--- config.mk ---
export PLATFORM = sky130hd
export DESIGN_NAME = flow_gate_ctrl
export DESIGN_NICKNAME = d
export VERILOG_FILES = /design/src/rtl/flow_gate_ctrl.sv
export SDC_FILE = /design/constraint.sdc
export NUM_CORES = 1
export LEC_CHECK = 0
export CAP_MARGIN = 20
export CORE_ASPECT_RATIO = 2
export CORE_MARGIN = 2
export CORE_UTILIZATION = 58
export CTS_BUF_LIST = sky130_fd_sc_hd__clkbuf_4 sky130_fd_sc_hd__clkbuf_8
export DETAILED_ROUTE_END_ITERATION = 10
export MAX_ROUTING_LAYER = met4
export PLACE_DENSITY = 0.89
export SLEW_MARGIN = 20
export SYNTH_ARGS = -nofsm -noshare
export SYNTH_HDL_FRONTEND = slang
export SYNTH_SLANG_ARGS = --single-unit
--- constraint.sdc ---
create_clock -name clk -period 1.9 [get_ports clk]
set_input_delay 0.19 -clock clk [delete_from_list [all_inputs] [get_ports clk]]
set_output_delay 0.19 -clock clk [all_outputs]
set_load 0.01 [all_outputs]
--- src/rtl/flow_gate_ctrl.sv ---
`default_nettype none
// ============================================================================
//  Module   : flow_gate_ctrl
//  Brief    : Gated flow-sensor pulse counter. Counts synchronized rising
//             edges of pulse_in over back-to-back windows of GATE_CYCLES
//             clocks and publishes a saturating 6-bit rate, a 5-level
//             thermometer code, an in-band alarm and an overflow flag.
//  Options  : FLOW_ALARM_PERSIST_EN - when defined, the alarm z only
//             changes after PERSIST consecutive windows agree on the band.
//  Revision : 1.0 - initial release
// ============================================================================
module flow_gate_ctrl #(
    parameter int GATE_CYCLES = 1000,
    parameter int ALARM_LO    = 20,
    parameter int ALARM_HI    = 50,
    parameter int PERSIST     = 3
) (
    input  logic       clk,
    input  logic       rst_n,
    input  logic       enable,
    input  logic       clear,
    input  logic       pulse_in,
    output logic [5:0] flow_rate,
    output logic       rate_valid,
    output logic [4:0] y,
    output logic       z,
    output logic       overflow,
    output logic       busy
);

    localparam int                c_GCW       = (GATE_CYCLES > 1) ? $clog2(GATE_CYCLES) : 1;
    localparam logic [c_GCW-1:0]  c_GATE_LAST = c_GCW'(GATE_CYCLES - 1);
    localparam logic [5:0]        c_PCNT_MAX  = 6'd63;
    localparam logic [31:0]       c_ALARM_LO  = 32'(ALARM_LO);
    localparam logic [31:0]       c_ALARM_HI  = 32'(ALARM_HI);

    typedef enum logic [1:0] {
        ST_IDLE  = 2'd0,
        ST_GATE  = 2'd1,
        ST_LATCH = 2'd2
    } state_t;

    state_t             r_state;
    state_t             w_state_nxt;
    logic               w_latch;
    logic               w_gate_last;

    logic               r_sync1;
    logic               r_sync2;
    logic               r_sync3;
    logic               w_edge;

    logic [c_GCW-1:0]   r_gate_cnt;
    logic [5:0]         r_pulse_cnt;
    logic               r_win_ovf;

    logic [31:0]        w_rate32;
    logic               w_in_band;
    logic [4:0]         w_y_nxt;
    logic               w_z_nxt;

    logic [5:0]         r_flow_rate;
    logic [4:0]         r_y;
    logic               r_z;
    logic               r_ovf;
    logic               r_rate_valid;

    // Configurations outside the supported envelope (window shorter than
    // four clocks, persistence outside the 4-bit counter range) leave this
    // marker scope in the elaborated hierarchy.
    if (GATE_CYCLES < 4 || PERSIST < 1 || PERSIST > 15) begin : g_param_out_of_range
    end

    // Two-flop synchronizer plus a third flop used only for edge detection.
    always_ff @(posedge clk or negedge rst_n) begin
        if (!rst_n) begin
            r_sync1 <= 1'b0;
            r_sync2 <= 1'b0;
            r_sync3 <= 1'b0;
        end else begin
            r_sync1 <= pulse_in;
            r_sync2 <= r_sync1;
            r_sync3 <= r_sync2;
        end
    end

    assign w_edge      = r_sync2 & ~r_sync3;
    assign w_gate_last = (r_gate_cnt == c_GATE_LAST);

    // FSM state register.
    always_ff @(posedge clk or negedge rst_n) begin
        if (!rst_n) begin
            r_state <= ST_IDLE;
        end else begin
            r_state <= w_state_nxt;
        end
    end

    // Next-state logic; clear overrides everything, enable low aborts a window.
    always_comb begin
        w_state_nxt = r_state;
        w_latch     = 1'b0;
        if (clear) begin
            w_state_nxt = ST_IDLE;
        end else begin
            case (r_state)
                ST_IDLE: begin
                    if (enable) begin
                        w_state_nxt = ST_GATE;
                    end
                end
                ST_GATE: begin
                    if (!enable) begin
                        w_state_nxt = ST_IDLE;
                    end else if (w_gate_last) begin
                        w_state_nxt = ST_LATCH;
                    end
                end
                ST_LATCH: begin
                    w_latch     = 1'b1;
                    w_state_nxt = enable ? ST_GATE : ST_IDLE;
                end
                default: begin
                    w_state_nxt = ST_IDLE;
                end
            endcase
        end
    end

    // Gate and pulse counters. An edge seen during LATCH seeds the next
    // window so nothing is lost between back-to-back windows.
    always_ff @(posedge clk or negedge rst_n) begin
        if (!rst_n) begin
            r_gate_cnt  <= '0;
            r_pulse_cnt <= '0;
            r_win_ovf   <= 1'b0;
        end else if (clear) begin
            r_gate_cnt  <= '0;
            r_pulse_cnt <= '0;
            r_win_ovf   <= 1'b0;
        end else begin
            case (r_state)
                ST_GATE: begin
                    r_gate_cnt <= w_gate_last ? '0 : r_gate_cnt + c_GCW'(1);
                    if (w_edge) begin
                        if (r_pulse_cnt == c_PCNT_MAX) begin
                            r_win_ovf <= 1'b1;
                        end else begin
                            r_pulse_cnt <= r_pulse_cnt + 6'd1;
                        end
                    end
                end
                ST_LATCH: begin
                    r_gate_cnt  <= '0;
                    r_pulse_cnt <= {5'd0, w_edge};
                    r_win_ovf   <= 1'b0;
                end
                default: begin
                    r_gate_cnt  <= '0;
                    r_pulse_cnt <= '0;
                    r_win_ovf   <= 1'b0;
                end
            endcase
        end
    end

    assign w_rate32  = {26'd0, r_pulse_cnt};
    assign w_in_band = (w_rate32 >= c_ALARM_LO) && (w_rate32 <= c_ALARM_HI);

    // Thermometer: bit k set once the count reaches 10*(k+1).
    for (genvar k = 0; k < 5; k++) begin : g_therm
        assign w_y_nxt[k] = (r_pulse_cnt >= 6'(10 * (k + 1)));
    end

`ifdef FLOW_ALARM_PERSIST_EN
    localparam logic [3:0] c_PERSIST = 4'(PERSIST);

    logic [3:0] r_in_cnt;
    logic [3:0] r_out_cnt;
    logic [3:0] w_in_inc;
    logic [3:0] w_out_inc;

    assign w_in_inc  = (r_in_cnt  == 4'hF) ? 4'hF : r_in_cnt  + 4'd1;
    assign w_out_inc = (r_out_cnt == 4'hF) ? 4'hF : r_out_cnt + 4'd1;

    // Consecutive in-band / out-of-band window runs; a band change restarts both.
    always_ff @(posedge clk or negedge rst_n) begin
        if (!rst_n) begin
            r_in_cnt  <= 4'd0;
            r_out_cnt <= 4'd0;
        end else if (clear) begin
            r_in_cnt  <= 4'd0;
            r_out_cnt <= 4'd0;
        end else if (w_latch) begin
            if (w_in_band) begin
                r_in_cnt  <= w_in_inc;
                r_out_cnt <= 4'd0;
            end else begin
                r_in_cnt  <= 4'd0;
                r_out_cnt <= w_out_inc;
            end
        end
    end

    // Alarm only flips once the current run reaches PERSIST windows.
    always_comb begin
        w_z_nxt = r_z;
        if (w_in_band && (w_in_inc >= c_PERSIST)) begin
            w_z_nxt = 1'b1;
        end else if (!w_in_band && (w_out_inc >= c_PERSIST)) begin
            w_z_nxt = 1'b0;
        end
    end
`else
    assign w_z_nxt = w_in_band;
`endif

    // Published results; they change only on the LATCH cycle (or clear).
    always_ff @(posedge clk or negedge rst_n) begin
        if (!rst_n) begin
            r_flow_rate  <= 6'd0;
            r_y          <= 5'd0;
            r_z          <= 1'b0;
            r_ovf        <= 1'b0;
            r_rate_valid <= 1'b0;
        end else if (clear) begin
            r_flow_rate  <= 6'd0;
            r_y          <= 5'd0;
            r_z          <= 1'b0;
            r_ovf        <= 1'b0;
            r_rate_valid <= 1'b0;
        end else begin
            r_rate_valid <= w_latch;
            if (w_latch) begin
                r_flow_rate <= r_pulse_cnt;
                r_y         <= w_y_nxt;
                r_z         <= w_z_nxt;
                r_ovf       <= r_win_ovf;
            end
        end
    end

    assign flow_rate  = r_flow_rate;
    assign y          = r_y;
    assign z          = r_z;
    assign overflow   = r_ovf;
    assign rate_valid = r_rate_valid;
    assign busy       = (r_state != ST_IDLE);

endmodule
`default_nettype wire
==> metrics.txt, run 1 <==
GRT overflow=0; Post-synth EDFFs=0; initial antenna violation count=0; final setup fails=0; Fmax=551 MHz; r2r setup slk=0.18 ns; fin crit period=1.82 ns; share of cells above drive strength 1=10.7%; ys flop type=dfrtp_1; Die Ht=83.6 um; CP Max Fanout=4; most frequent cells in the layout=dfrtp_1, nor2_1, clkdlybuf4s50_1; pre-CTS WS=0.163 ns; max_slew headroom=70.2%; ys async rst share=100%; WP depth=4; routability congestion estimate=0.851; outcome=finished, final reports clean; RR Endpoint=r_state[1]; CP Cell Sequence=inv_1 > ha_1 > inv_1 > clkdlybuf4s50_1; post-route ant nets=0; IO Pins=20; worst r2r src=r_state[1]; post-synth design cell area=1840 um2; H-Tree Depth=2; Clock Skew=0.00684 ns; Num CTS Buffers=5; register bit total from synthesis=36; chip width=43.8 um; Hold WS=0.310 ns; max_cap viols=0; vias per std cell=5.95; Setup WS post-layout=0.0835 ns; Tightest Pin Transition=0.447 ns; RSZ-0062 raised after global routing=no; most common cell after layout, fill and taps aside=dfrtp_1; CP most frequent cell=inv_1; VDD IR max=540 uV; vias in the first global route=1448; Yosys Warn Count=0; std cell rows=28; Crit path buffers/inverters=3; Worst setup SP type=flop; Root Driver=clkbuf_8; fin crit share=95.6%; core area=2980 um2; data required time of the critical path=1.71 ns; Max clock buf depth=2; Max stage delay on crit path=0.53 ns; critical path's slowest cell=clkdlybuf4s50_1; Die Area=3660 um2; CTS tree=built; first-pass detailed-route iteration total=4; CTS Hold Bufs=0; syn_area_per_cell=10.1 um2; fin area=2130 um2; I/O Buffers=19; Synth cell types=42; Synth-to-Final Area Change=16.1%; Leak=0.000875 uW; syn nets=195; worst reg-to-reg path cell count=6; GRT Total Usage=25.8%; synthesized instance count=182; Finished Layout Cells=235; CTS Sinks=36; Pins Over Slew Limit=0; Seq/Total Area, Yosys=49.1%; CP Capture Type=primary output; Worst Path Arrival=1.63 ns; Placed Cells=228; Post-DP Area=2050 um2; first-pass GRT wire length=6960 um; Clk Latency, worst-skew pair=0.29 ns; largest net degree at the start of global routing=37; crit path kind=flop to primary output; setup TNS=0 ns; final wirelength=3950 um; NumNets Final=218; Starting Density=61.6%; number of failing hold endpoints at the final stage=0; HPWL Detailed=2840 um; worst hold path class=input pin to asynchronous set/reset pin; P per Cell Area=653 nW/um2; ANT cells=0; Routed WL per cell=16.8 um; Vias=1398; DRT iter0 DRCs=38; CP top delay family=buffers and inverters; post-route DRC violation count=0; clock-pin transition on the worst setup and hold timing paths=0.07 ns
cell type report:
class	count	area, um2
Sequential cell	36	902
Fill cell	197	847
Multi-Input combinational cell	128	837
Timing Repair Buffer	26	243
Clock buffer	6	76.3
Tap cell	30	37.5
Inverter	8	30.0
Clock inverter	1	5.00
stage by stage:
step           util [%]  total power (uW)
2_1_floorplan         -               839
3_3_place_gp       68.8               880
3_5_place_dp       68.8               884
4_1_cts            71.5              1400
5_1_grt            71.6              1440
6_report           71.6              1390
metal layers:
layer	track usage [%]	vias up	share of wire, %
met5	-	-	0
met4	9.09	0	2.1
met3	4.55	8	2.9
met2	45.2	30	58
met1	27.9	689	37
li1	-	671	-
flip-flops by register name, indices dropped and copies added (netlist names):
| register | count |
|---|---|
| r_gate_cnt | 10 |
| flow_rate | 6 |
| r_pulse_cnt | 6 |
| y | 5 |
| r_state | 2 |
| overflow | 1 |
| r_sync1 | 1 |
| r_sync2 | 1 |
| r_sync3 | 1 |
| r_win_ovf | 1 |
| rate_valid | 1 |
| z | 1 |
worst reg2reg max path: stages, from the launching register on:
cell and delay (ns):
dfrtp_1 0.43, inv_1 0.11, ha_1 0.20, nor2b_1 0.36, o31ai_4 0.21, o21ai_2 0.18, a22o_1 0.17
synth_stat cells, drive strengths merged (4+ instances only):
| cell | number | area (um2) |
|---|---|---|
| nor3 | 10 | 50.1 |
| clkbuf | 5 | 30.0 |
| nand3 | 7 | 40.0 |
| a21oi | 6 | 30.0 |
| xor2 | 4 | 35.0 |
| nor2 | 27 | 101 |
| xnor2 | 4 | 35.0 |
| dfrtp | 36 | 901 |
| buf | 5 | 37.5 |
| nand2 | 10 | 37.5 |
| inv | 8 | 30.0 |
| o21ai | 10 | 57.6 |
| mux2i | 8 | 80.1 |
| ha | 8 | 100 |
power by group:
group	leakage (uW)	internal (uW)	switching (uW)
clock network	0.0000445	263	258
logic	0.000337	33.8	55.8
registers	0.000493	774	6.54
kinds of logic (layout without fill, tap and decap cells):
| logic type | after synthesis | in the layout | synth area share, % |
|---|---|---|---|
| AOI/OAI and AO/OA | 29 | 29 | 11.5 |
| xor gates and xnor gates | 8 | 8 | 3.82 |
| adders and majority gates | 8 | 8 | 5.45 |
| buffers and inverters | 18 | 41 | 5.32 |
| DFF | 36 | 36 | 49.1 |
| muxes | 8 | 8 | 4.36 |
| and+or+nand+nor | 75 | 75 | 20.5 |
worst max-delay path by stage:
stage	end	slack (ns)	start
finish	busy	0.08	r_state[0]
floorplan	r_pulse_cnt[0]	0.32	r_pulse_cnt[0]
detailed placement	r_pulse_cnt[0]	0.16	r_pulse_cnt[0]
CTS	busy	0.09	r_state[0]
global placement	r_pulse_cnt[0]	0.24	r_pulse_cnt[0]
global route	busy	0.02	r_state[1]
repair_timing:
| item | 4_1_cts | 5_1_grt |
|---|---|---|
| setup buffers | 0 | 0 |
| resized for setup | 0 | 1 |
| endpoints found under the setup margin | 0 | 1 |
(Power assumes the default switching activity.)
==> inputs of run 2 (changes only) <==
- clock period: 1.9 -> 1.7 ns (I/O delays scaled with it)
==> metrics.txt, run 2 (synthesized netlist as in run 1, its figures left out) <==
r2r setup slk=0.08 ns (was 0.18 ns); post-route DRC violation count=0 (unchanged); outcome=finished, final reports clean (unchanged); fill cell count=190 (was 197); Max stage delay on crit path=0.55 ns (was 0.53 ns); CP Cell Sequence=and3_4 > nand3_2 > or4b_1 > a31oi_1 (was inv_1 > ha_1 > inv_1 > clkdlybuf4s50_1); RSZ-0062 raised after global routing=no (unchanged); Pins Over Slew Limit=0 (unchanged); vias in the first global route=1601 (was 1448); std cell rows=28 (unchanged); number of failing hold endpoints at the final stage=0 (unchanged); Leak=0.000939 uW (was 0.000875 uW); Clock Skew=0.0183 ns (was 0.00684 ns); Synth-to-Final Area Change=21.3% (was 16.1%); Critical Path Source=r_pulse_cnt[4] (was r_state[0]); final setup fails=0 (unchanged); Die Ht=83.6 um (unchanged); critical path's slowest cell=dfrtp_1 (was clkdlybuf4s50_1); combinational group share of total power=7.0% (was 6.4%); initial antenna violation count=0 (unchanged); DRT iter0 DRCs=47 (was 38); largest net degree at the start of global routing=37 (unchanged); fin crit share=95.5%; GRT overflow=0 (unchanged); Flop pwr share=52.5% (was 56.1%); crit path kind=flop to flop (was flop to primary output); fin crit period=1.62 ns; Seq. cell area=901 um2 (was 902 um2); first-pass GRT wire length=7040 um (was 6960 um); Starting Density=61.6% (unchanged); worst hold path class=input pin to asynchronous set/reset pin (unchanged); vias per std cell=5.90 (was 5.95); GRT Total Usage=26.6% (was 25.8%); Fmax=616 MHz; Vias=1458 (was 1398); final wirelength=4130 um (was 3950 um); NumNets Final=229 (was 218); Worst Path Arrival=1.84 ns (was 1.63 ns); Hold WS=0.279 ns (was 0.310 ns); share of cells above drive strength 1=15.2% (was 10.7%); ANT cells=0 (unchanged); Max clock buf depth=2 (unchanged); Die Area=3660 um2 (unchanged); max_slew headroom=69.8% (was 70.2%); CP Max Fanout=11 (was 4); multi-input logic area=837 um2 (unchanged); core area=2980 um2 (unchanged); H-Tree Depth=2 (unchanged); largest register by flop count=r_gate_cnt (unchanged); HPWL Detailed=2970 um (was 2840 um); first-pass detailed-route iteration total=4 (unchanged); Root Driver=clkbuf_8 (unchanged); most common cell after layout, fill and taps aside=dfrtp_1 (unchanged); IO Pins=20 (unchanged); Worst setup SP type=flop (unchanged); Psw=399 uW (was 320 uW); worst reg-to-reg path cell count=4 (was 6); Largest register FFs=10 (unchanged); data required time of the critical path=1.92 ns (was 1.71 ns); RR Endpoint=r_pulse_cnt[5] (was r_state[1]); max_cap viols=0 (unchanged); Clk network pwr share=40.5% (was 37.4%); P_int=1260 uW (was 1070 uW); CTS Sinks=36 (unchanged); P per Cell Area=744 nW/um2 (was 653 nW/um2); worst r2r src=r_pulse_cnt[4] (was r_state[1]); chip width=43.8 um (unchanged); post-route ant nets=0 (unchanged); Routed WL per cell=16.7 um (was 16.8 um); Clk Latency, worst-skew pair=0.30 ns (was 0.29 ns); most frequent cells in the layout=dfrtp_1, nor2_1, clkdlybuf4s50_1, buf_4 (was dfrtp_1, nor2_1, clkdlybuf4s50_1); CTS tree=built (unchanged); Sw Ratio=24.1% (was 23.0%); routability congestion estimate=0.889 (was 0.851); I/O Buffers=19 (unchanged); VDD IR max=701 uV (was 540 uV); clock-pin transition on the worst setup and hold timing paths=0.09 ns (was 0.07 ns); Tightest Pin Transition=0.453 ns (was 0.447 ns); Num CTS Buffers=5 (unchanged); setup TNS=0 ns (unchanged); CP Capture Type=flop (was primary output)
==> run 2: worst max-delay path by stage <==
stage	cells past startpoint	slack, ns	endpoint
after global placement	4	0.15	r_pulse_cnt[5]
after global routing	4	0.03	r_pulse_cnt[5]
final	4	0.08	r_pulse_cnt[5]
after CTS	4	0.06	r_state[1]
after floorplan	5	0.12	r_pulse_cnt[0]
after detailed placement	5	0.08	r_state[1]
==> run 2: metrics by stage <==
| step | area (um2) | power, uW | instances | worst slack, ns | utilization [%] |
|---|---|---|---|---|---|
| after floorplan | 1840 | 938 | 182 | 0.120 | - |
| after global placement | 2100 | 990 | 235 | 0.154 | 70.5 |
| after detailed placement | 2100 | 995 | 235 | 0.0753 | 70.5 |
| after CTS | 2210 | 1660 | 245 | 0.0587 | 74.3 |
| after global routing | 2230 | 1700 | 247 | 0.0284 | 74.8 |
| final | 2230 | 1660 | 247 | 0.0759 | 74.8 |
==> run 2: timing repair <==
action                     4_1_cts  5_1_grt
setup endpoints to repair        1        1
hold buffers                     0        0
setup buffers                    2        2
resized for setup                1        0
pin swaps                        0        1
==> run 2: critical path: cells and delay by family (launching register included) <==
kind,cells,cell delay [ns]
compound gates,1,0.18
flops,1,0.55
simple gates,3,0.82
==> run 2: power by group through the flow <==
stage | Combinational (uW) | Sequential, uW | Clock, uW
after CTS | 113 | 869 | 674
after global placement | 104 | 886 | 0
after global routing | 129 | 870 | 704
final | 116 | 869 | 671
after floorplan | 51.9 | 886 | 0
after detailed placement | 108 | 887 | 0
==> run 2: layer usage <==
metal  GRT usage, %  routed length, um  vias up
li1               -                  -      695
met1           25.9               1430      712
met2           46.5               2450       36
met3           4.76                111       15
met4           14.6                128        0
met5              -                  0        -
==> run 2: cell type report <==
class	instances	share of cell area (%)
inverter	8	1.35
sequential	36	40.4
clock inverter	1	0.337
multi-input combinational	128	37.6
clock buffer	7	4.04
timing repair buffer	37	14.6
tap	30	1.69
